==> config.mk <==
export PLATFORM = sky130hd
export DESIGN_NAME = vend_controller
export DESIGN_NICKNAME = d
export VERILOG_FILES = /design/src/rtl/vend_controller.sv
export SDC_FILE = /design/constraint.sdc
export NUM_CORES = 1
export LEC_CHECK = 0
export BUFFER_PORTS_ARGS = -buffer_cell sky130_fd_sc_hd__buf_4
export CAP_MARGIN = 20
export CORE_UTILIZATION = 60
export DETAILED_ROUTE_END_ITERATION = 12
export GPL_TIMING_DRIVEN = 0
export PLACE_DENSITY = 0.82
export REMOVE_ABC_BUFFERS = 1
export SKIP_LAST_GASP = 1
export SLEW_MARGIN = 20
export SYNTH_ARGS = -nofsm -noshare
export SYNTH_HDL_FRONTEND = slang
export SYNTH_SLANG_ARGS = --single-unit
==> constraint.sdc <==
create_clock -name clock -period 4.03 [get_ports clock]
set_input_delay 0.6045 -clock clock [delete_from_list [all_inputs] [get_ports clock]]
set_output_delay 0.6045 -clock clock [all_outputs]
set_load 0.005 [all_outputs]
==> src/rtl/vend_controller.sv <==
// Credit and dispense sequencer for the food machine: owns the customer balance, validates
// purchases from the menu, drives the dispenser with a timeout and pays change as unit pulses.
module vend_controller #(
    parameter int CREDIT_W     = 6,
    parameter int MAX_CREDIT   = 63,
    parameter int CHANGE_UNIT  = 5,
    parameter int DISP_TIMEOUT = 1000
) (
    input  logic                clock,
    input  logic                reset,
    input  logic                coin_valid,
    input  logic [CREDIT_W-1:0] coin_value,
    input  logic                buy_req,
    input  logic [3:0]          buy_item,
    input  logic [CREDIT_W-1:0] buy_price,
    input  logic                cancel,
    input  logic                disp_done,
    output logic [CREDIT_W-1:0] saldo,
    output logic                busy,
    output logic [3:0]          dispense,
    output logic                buy_ack,
    output logic                buy_nak,
    output logic                coin_reject,
    output logic                change_pulse,
    output logic                fault
);

    localparam int TIMER_W = $clog2(DISP_TIMEOUT + 1);
    localparam logic [CREDIT_W-1:0] ZERO_C   = {CREDIT_W{1'b0}};
    localparam logic [CREDIT_W-1:0] UNIT_C   = CREDIT_W'(CHANGE_UNIT);
    localparam logic [CREDIT_W:0]   MAX_C    = (CREDIT_W + 1)'(MAX_CREDIT);
    localparam logic [TIMER_W-1:0]  TMO_LAST = TIMER_W'(DISP_TIMEOUT - 1);

    typedef enum logic [2:0] {
        ST_IDLE     = 3'd0,
        ST_CHECK    = 3'd1,
        ST_DISPENSE = 3'd2,
        ST_CHANGE   = 3'd3,
        ST_FAULT    = 3'd4
    } state_t;

    function automatic logic is_onehot(input logic [3:0] v);
        return (v != 4'b0000) && ((v & (v - 4'b0001)) == 4'b0000);
    endfunction

    // Sum is one bit wider than the credit so an overflowing coin is caught rather than wrapped.
    function automatic logic coin_ok(input logic [CREDIT_W-1:0] bal, input logic [CREDIT_W-1:0] coin);
        logic [CREDIT_W:0] sum_v;
        sum_v = {1'b0, bal} + {1'b0, coin};
        return (coin != ZERO_C) && ((coin % UNIT_C) == ZERO_C) && (sum_v <= MAX_C);
    endfunction

    state_t               state_q, state_d;
    logic [CREDIT_W-1:0]  saldo_q, saldo_d;
    logic [3:0]           item_q, item_d;
    logic [CREDIT_W-1:0]  price_q, price_d;
    logic [TIMER_W-1:0]   timer_q, timer_d;
    logic                 busy_q, busy_d;
    logic [3:0]           dispense_q, dispense_d;
    logic                 ack_q, ack_d;
    logic                 nak_q, nak_d;
    logic                 rej_q, rej_d;
    logic                 chg_q, chg_d;
    logic                 fault_q, fault_d;

    // Next-state, credit bookkeeping and next values of the registered outputs
    always_comb begin
        state_d = state_q;
        saldo_d = saldo_q;
        item_d  = item_q;
        price_d = price_q;
        timer_d = timer_q;
        ack_d   = 1'b0;
        nak_d   = 1'b0;
        rej_d   = coin_valid;
        chg_d   = 1'b0;

        case (state_q)
            ST_IDLE: begin
                if (cancel) begin
                    rej_d = coin_valid;
                    if (saldo_q != ZERO_C) begin
                        state_d = ST_CHANGE;
                    end else begin
                        state_d = ST_IDLE;
                    end
                end else if (buy_req) begin
                    rej_d   = coin_valid;
                    item_d  = buy_item;
                    price_d = buy_price;
                    state_d = ST_CHECK;
                end else if (coin_valid) begin
                    if (coin_ok(saldo_q, coin_value)) begin
                        rej_d   = 1'b0;
                        saldo_d = saldo_q + coin_value;
                    end else begin
                        rej_d = 1'b1;
                    end
                end else begin
                    rej_d = 1'b0;
                end
            end
            ST_CHECK: begin
                if (!is_onehot(item_q) || (price_q == ZERO_C) || (price_q > saldo_q)) begin
                    nak_d   = 1'b1;
                    state_d = ST_IDLE;
                end else begin
                    timer_d = {TIMER_W{1'b0}};
                    state_d = ST_DISPENSE;
                end
            end
            ST_DISPENSE: begin
                if (disp_done) begin
                    saldo_d = saldo_q - price_q;
                    ack_d   = 1'b1;
                    state_d = ST_IDLE;
                end else if (timer_q == TMO_LAST) begin
                    state_d = ST_FAULT;
                end else begin
                    timer_d = timer_q + TIMER_W'(1);
                end
            end
            ST_CHANGE: begin
                if (saldo_q == ZERO_C) begin
                    state_d = ST_IDLE;
                end else if (!chg_q) begin
                    // Saturating step so an odd remainder can never underflow the balance
                    chg_d   = 1'b1;
                    saldo_d = (saldo_q >= UNIT_C) ? (saldo_q - UNIT_C) : ZERO_C;
                end else begin
                    chg_d = 1'b0;
                end
            end
            ST_FAULT: begin
                if (cancel) begin
                    state_d = (saldo_q != ZERO_C) ? ST_CHANGE : ST_IDLE;
                end else begin
                    state_d = ST_FAULT;
                end
            end
            default: begin
                state_d = ST_IDLE;
            end
        endcase

        busy_d     = (state_d != ST_IDLE);
        dispense_d = (state_d == ST_DISPENSE) ? item_d : 4'b0000;
        fault_d    = (state_d == ST_FAULT);
    end

    // State, credit and output registers; credit held at reset is discarded
    always_ff @(posedge clock or negedge reset) begin
        if (!reset) begin
            state_q    <= ST_IDLE;
            saldo_q    <= ZERO_C;
            item_q     <= 4'b0000;
            price_q    <= ZERO_C;
            timer_q    <= {TIMER_W{1'b0}};
            busy_q     <= 1'b0;
            dispense_q <= 4'b0000;
            ack_q      <= 1'b0;
            nak_q      <= 1'b0;
            rej_q      <= 1'b0;
            chg_q      <= 1'b0;
            fault_q    <= 1'b0;
        end else begin
            state_q    <= state_d;
            saldo_q    <= saldo_d;
            item_q     <= item_d;
            price_q    <= price_d;
            timer_q    <= timer_d;
            busy_q     <= busy_d;
            dispense_q <= dispense_d;
            ack_q      <= ack_d;
            nak_q      <= nak_d;
            rej_q      <= rej_d;
            chg_q      <= chg_d;
            fault_q    <= fault_d;
        end
    end

    assign saldo        = saldo_q;
    assign busy         = busy_q;
    assign dispense     = dispense_q;
    assign buy_ack      = ack_q;
    assign buy_nak      = nak_q;
    assign coin_reject  = rej_q;
    assign change_pulse = chg_q;
    assign fault        = fault_q;

endmodule

## After elaboration in Yosys (flattened, before gate mapping)

Index checks and enable logic that the tools add are counted.

| operators by class | value |
|---|---|
| add/subtract/negate cells | 6 |
| multiply operators | 0 |
| div/mod/pow operators | 1 |
| $lt $le $gt $ge | 3 |
| equal/unequal tests | 17 |
| shifts and indexed selects | 0 |
| multiplexer cells | 38 |
| bitwise logic cells | 2 |
| reduce and logical (&&, ||, !) cells | 20 |

Operators by type and width:

| kind | count |
|---|---|
| $mux 6 | 8 |
| $mux 10 | 3 |
| $ne 2x2->1 const B | 10 |
| $pmux 10 s2 | 1 |
| $logic_not 6->1 | 3 |
| $mux 3 | 6 |
| $pmux 6 s3 | 1 |
| $mux 4 | 4 |
| $pmux 3 s5 | 1 |
| $mux 1 | 12 |
| $reduce_bool 6->1 | 2 |
| $add 10x1->10 const B | 1 |
| $eq 10x10->1 const B | 1 |
| $eq 3x2->1 const B | 3 |
| $reduce_and 8->1 | 1 |
| $add 6x6->7 | 1 |
| $le 7x6->1 const B | 1 |
| $add 6x6->6 | 1 |
| $eq 3x3->1 const B | 2 |
| $ge 6x3->1 const B | 1 |
| $gt 6x6->1 | 1 |
| $mod 6x3->6 const B | 1 |
| $reduce_bool 3->1 | 2 |
| $sub 6x3->6 const B | 1 |
| 15 further kinds | 19 |

| storage, ports and cells | value |
|---|---|
| register bits | 39 |
| bits in latches | 0 |
| memory bits (writable) | 0 |
| bits in read-only memories | 0 |
| input bits | 22 |
| output and inout port bits | 16 |
| word-level logic and storage cells | 99 |
| memories | 0 |

## Longest topological paths before layout

| logic depth | value |
|---|---|
| word-level depth | 11 |
| depth in mapped cells | 15 |
| gate-level depth less buffers | 13 |

## Least setup slack after synthesis

Ideal clock, no wire load.

| path | value |
|---|---|
| kind | in2reg |
| start | input coin_value[4] |
| end | register saldo_q[3] (netlist: saldo[3]) |
| setup time | 125 ps |
| data arrival time | 3,552 ps |
| data required time | 3,905 ps |
| path slack | 353 ps |
| stages | 15 |
| buffers on the path | 2 |
| path through | buf_4 > inv_1 > ha_1 > and4bb_1 > a311oi_2 > and2b_2 > ha_1 > xor2_1 > and2_1 > a31o_1 > a221o_1 > a31oi_4 > or2_1 > buf_6 > mux2_4 |

| between the ends | value |
|---|---|
| longest elaborated chain between the ends | 6 |
| elaborated cells between the ends (all ways) | 9 |
| those cells by class | 1 x add/sub; 1 x div; 1 x order compare; 1 x eq/ne; 5 x reduce/logical |

Ends and longest elaborated chain:

| item | line | source |
|---|---|---|
| start, declared | 12 | `input logic [CREDIT_W-1:0] coin_value,` |
| $mod 6x3->6 | 50 | `return (coin != ZERO_C) && ((coin % UNIT_C) == ZERO_C) && (sum_v <= MAX_C);` |
| $logic_not 6->1 | 50 |  |
| $logic_and 1x1->1 | 50 |  |
| $logic_and 1x1->1 * | 50 |  |
| $ne 2x2->1 (no source line) * | -- |  |
| $reduce_and 8->1 (no source line) * | -- |  |
| end signal, assigned | 168 | `saldo_q <= saldo_d;` |
| end, declared | 54 | `logic [CREDIT_W-1:0] saldo_q, saldo_d;` |

Mark *: on every way between the ends. The rest lies on a longest branch, timed or not.
A chain may end at the register's enable or synchronous reset.

## Worst setup path in the final report

Same ends and word-level chain as after synthesis.

==> flow_metrics.tcl <==
set metrics [dict create \
    critPathLaunchType "input port" \
    drt_iter0_drc 192 \
    synth_cell_types 63 \
    ys_seq_area_share_pct 33.7 \
    fin_ws_ns 0.187 \
    rr_startpoint "saldo[0]$_DFFE_PN0P_" \
    final_cell_mix "dfrtp_1, buf_4, nor2_1, nand2_1, a21oi_1" \
    layout_commonest_cell "dfrtp_1" \
    worstPathRequired_ns 4.22 \
    rsz0062_at_grt "false" \
    syn_avg_cell_area_sq_um 9.25 \
    post_cts_buffers 0 \
    cap_viol_max_count 0 \
    grt_overflow 0 \
    dieArea_sq_um 5110 \
    hold_viol_final 0 \
    hp-class "in -> async" \
    slew_headroom_pct 53.3 \
    cts_resized 0 \
    grtUsageTotal_pct 26.9 \
    gp_congestion 0.907 \
    finClkSkew_ns 0.00193 \
    final_antenna_net_count 0 \
    place_inst 394 \
    cts.sinks 39 \
    crit_path_end_kind "flip-flop" \
    highest_layer "met4" \
    slowest_stage "ha_1" \
    portBuffers 37 \
    synthCells 313 \
    totalPowerFinal_mw 2.28 \
    synth-edff-count 0 \
    path_delay_family "compound AO/OA/AOI/OAI gates" \
    worst_r2r_path_depth 11 \
    path_cells "buf_4 > inv_1 > ha_1 > and4bb_1 > a311oi_2 > and2b_2 > ha_1 > xor2_1 > and2_1 > a31o_1 > a221o_1 > a31oi_4 > or2_1 > mux2_4" \
    power.density_nw_per_um2 687 \
    drive_gt1_share_pct 21.1 \
    dr.pass1.iters 4 \
    arrival_ns 4.03 \
    path_clk_slew_ns 0.07 \
    via_per_inst 6.25 \
    diodes 0 \
    max_freq_mhz 260 \
    antenna_found_initial 0 \
    wl_met1_mm 2.75 \
    tightestPinTransition_ns 0.694 \
    cts_made_buffers 5 \
    status "finished clean" \
    synthToLayoutAreaGrowth_pct 14.9 \
    drt_wl_total_mm 6.48 \
    netlist_area_sq_um 2890 \
    finalInstanceArea_sq_um 3330 \
    dpl.hpwl_mm 4.59 \
    start_util_pct 64.3 \
    path_common_cell "ha_1" \
    path_buf_inv 2 \
    synth_ff_type "dfrtp_1" \
    routed-wl-met2_mm 3.23 \
    postCtsHoldBufs 0 \
    crit_cells 14 \
    tns_ns 0 \
    synth-async-reset-ratio_pct 100 \
    cts-root-buf "clkbuf_8" \
    die_width_um 71.5 \
    post-route-min-period_ns 3.84 \
    ys_warn_count 0 \
    wl_met3_um 334 \
    grt_max_degree 40 \
    io_pins 38 \
    first_global_vias 2507 \
    wl_per_cell_um 16.1 \
    clock_path_buffers 2 \
    critPathKind "in -> reg" \
    htreeDepth 2 \
    postPlaceCellArea_sq_um 3190 \
    cp_max_fo 10 \
    setup_viol_count_final 0 \
    finish.utilization_pct 73.8 \
    slew_viol_final 0 \
    nets 392 \
    leakage_nw 1.55 \
    dpl_worst_slack_ns -0.0562 \
    coreArea_sq_um 4500 \
    critPathMaxStageDelay_ns 0.40 \
    synth-seq-cells 39 \
    cts_tree "done" \
    drc 0 \
    period_share_pct 95.4 \
    clkLatencyLatePin_ns 0.30 \
    via_count 2511 \
    ir_drop_uv 451 \
    stdcell_count 402 \
    rows 24 \
    grt_pass1_wl_mm 10.8 \
    die_h_um 71.5 \
    worst_hold_slack_ns 0.269 \
    cp-startpoint "coin_value[4]" \
]
flip-flops by register name, summed over array words and instances (netlist names):
register	count
busy	1
buy_ack	1
buy_nak	1
change_pulse	1
coin_reject	1
dispense	4
fault	1
item_q	4
price_q	6
saldo	6
state_q	3
timer_q	10
power by group:
part	internal, mW	switching (mW)
Clock	0.247	0.140
Sequential	0.526	0.159
Combinational	0.575	0.637
Total	1.35	0.936
cell families after synthesis:
kind of cell	after synthesis	share of synthesized area [%]
mux	13	5.27
flops	39	33.7
buf+inv	31	5.06
xor+xnor	22	6.66
fa+ha+maj	21	9.60
compound gates	84	20.1
simple gates	103	19.5
worst paths after layout:
path,slack [ns],end
worst max register to register,0.81,busy$_DFF_PN0_
min in group clock,0.51,change_pulse$_DFF_PN0_
worst min-delay path,0.27,timer_q[8]$_DFFE_PN0P_
max in group asynchronous,3.42,price_q[3]$_DFFE_PN0P_
worst min register to register,0.51,change_pulse$_DFF_PN0_
worst max-delay path,0.19,saldo[3]$_DFFE_PN0P_
final cells by class:
| cell class | instances | area [sq um] |
|---|---|---|
| timing repair buffer | 38 | 285 |
| clock inverter | 2 | 60.1 |
| tap | 52 | 65.1 |
| multi-input combinational | 243 | 1780 |
| clock buffer | 6 | 72.6 |
| fill | 354 | 1180 |
| sequential | 39 | 976 |
| inverter | 22 | 82.6 |
cells in the mapped netlist, drive strengths merged, types with 7 or more instances:
library cell,number,area (sq um)
nand2,22,82.6
nor2,28,108
ha,19,238
o21ai,18,90.1
mux2,12,143
xor2,13,114
xnor2,9,78.8
dfrtp,39,976
nor3,7,45.0
nand3,7,35.0
nor2b,8,65.1
a21oi,21,105
inv,22,82.6
metal layers:
layer,GRT usage [%],vias up
met5,0,-
met4,10.5,0
met3,6.61,20
met2,46.0,89
met1,33.0,1197
li1,-,1205
Note: power is estimated with default switching activity, not from simulation.
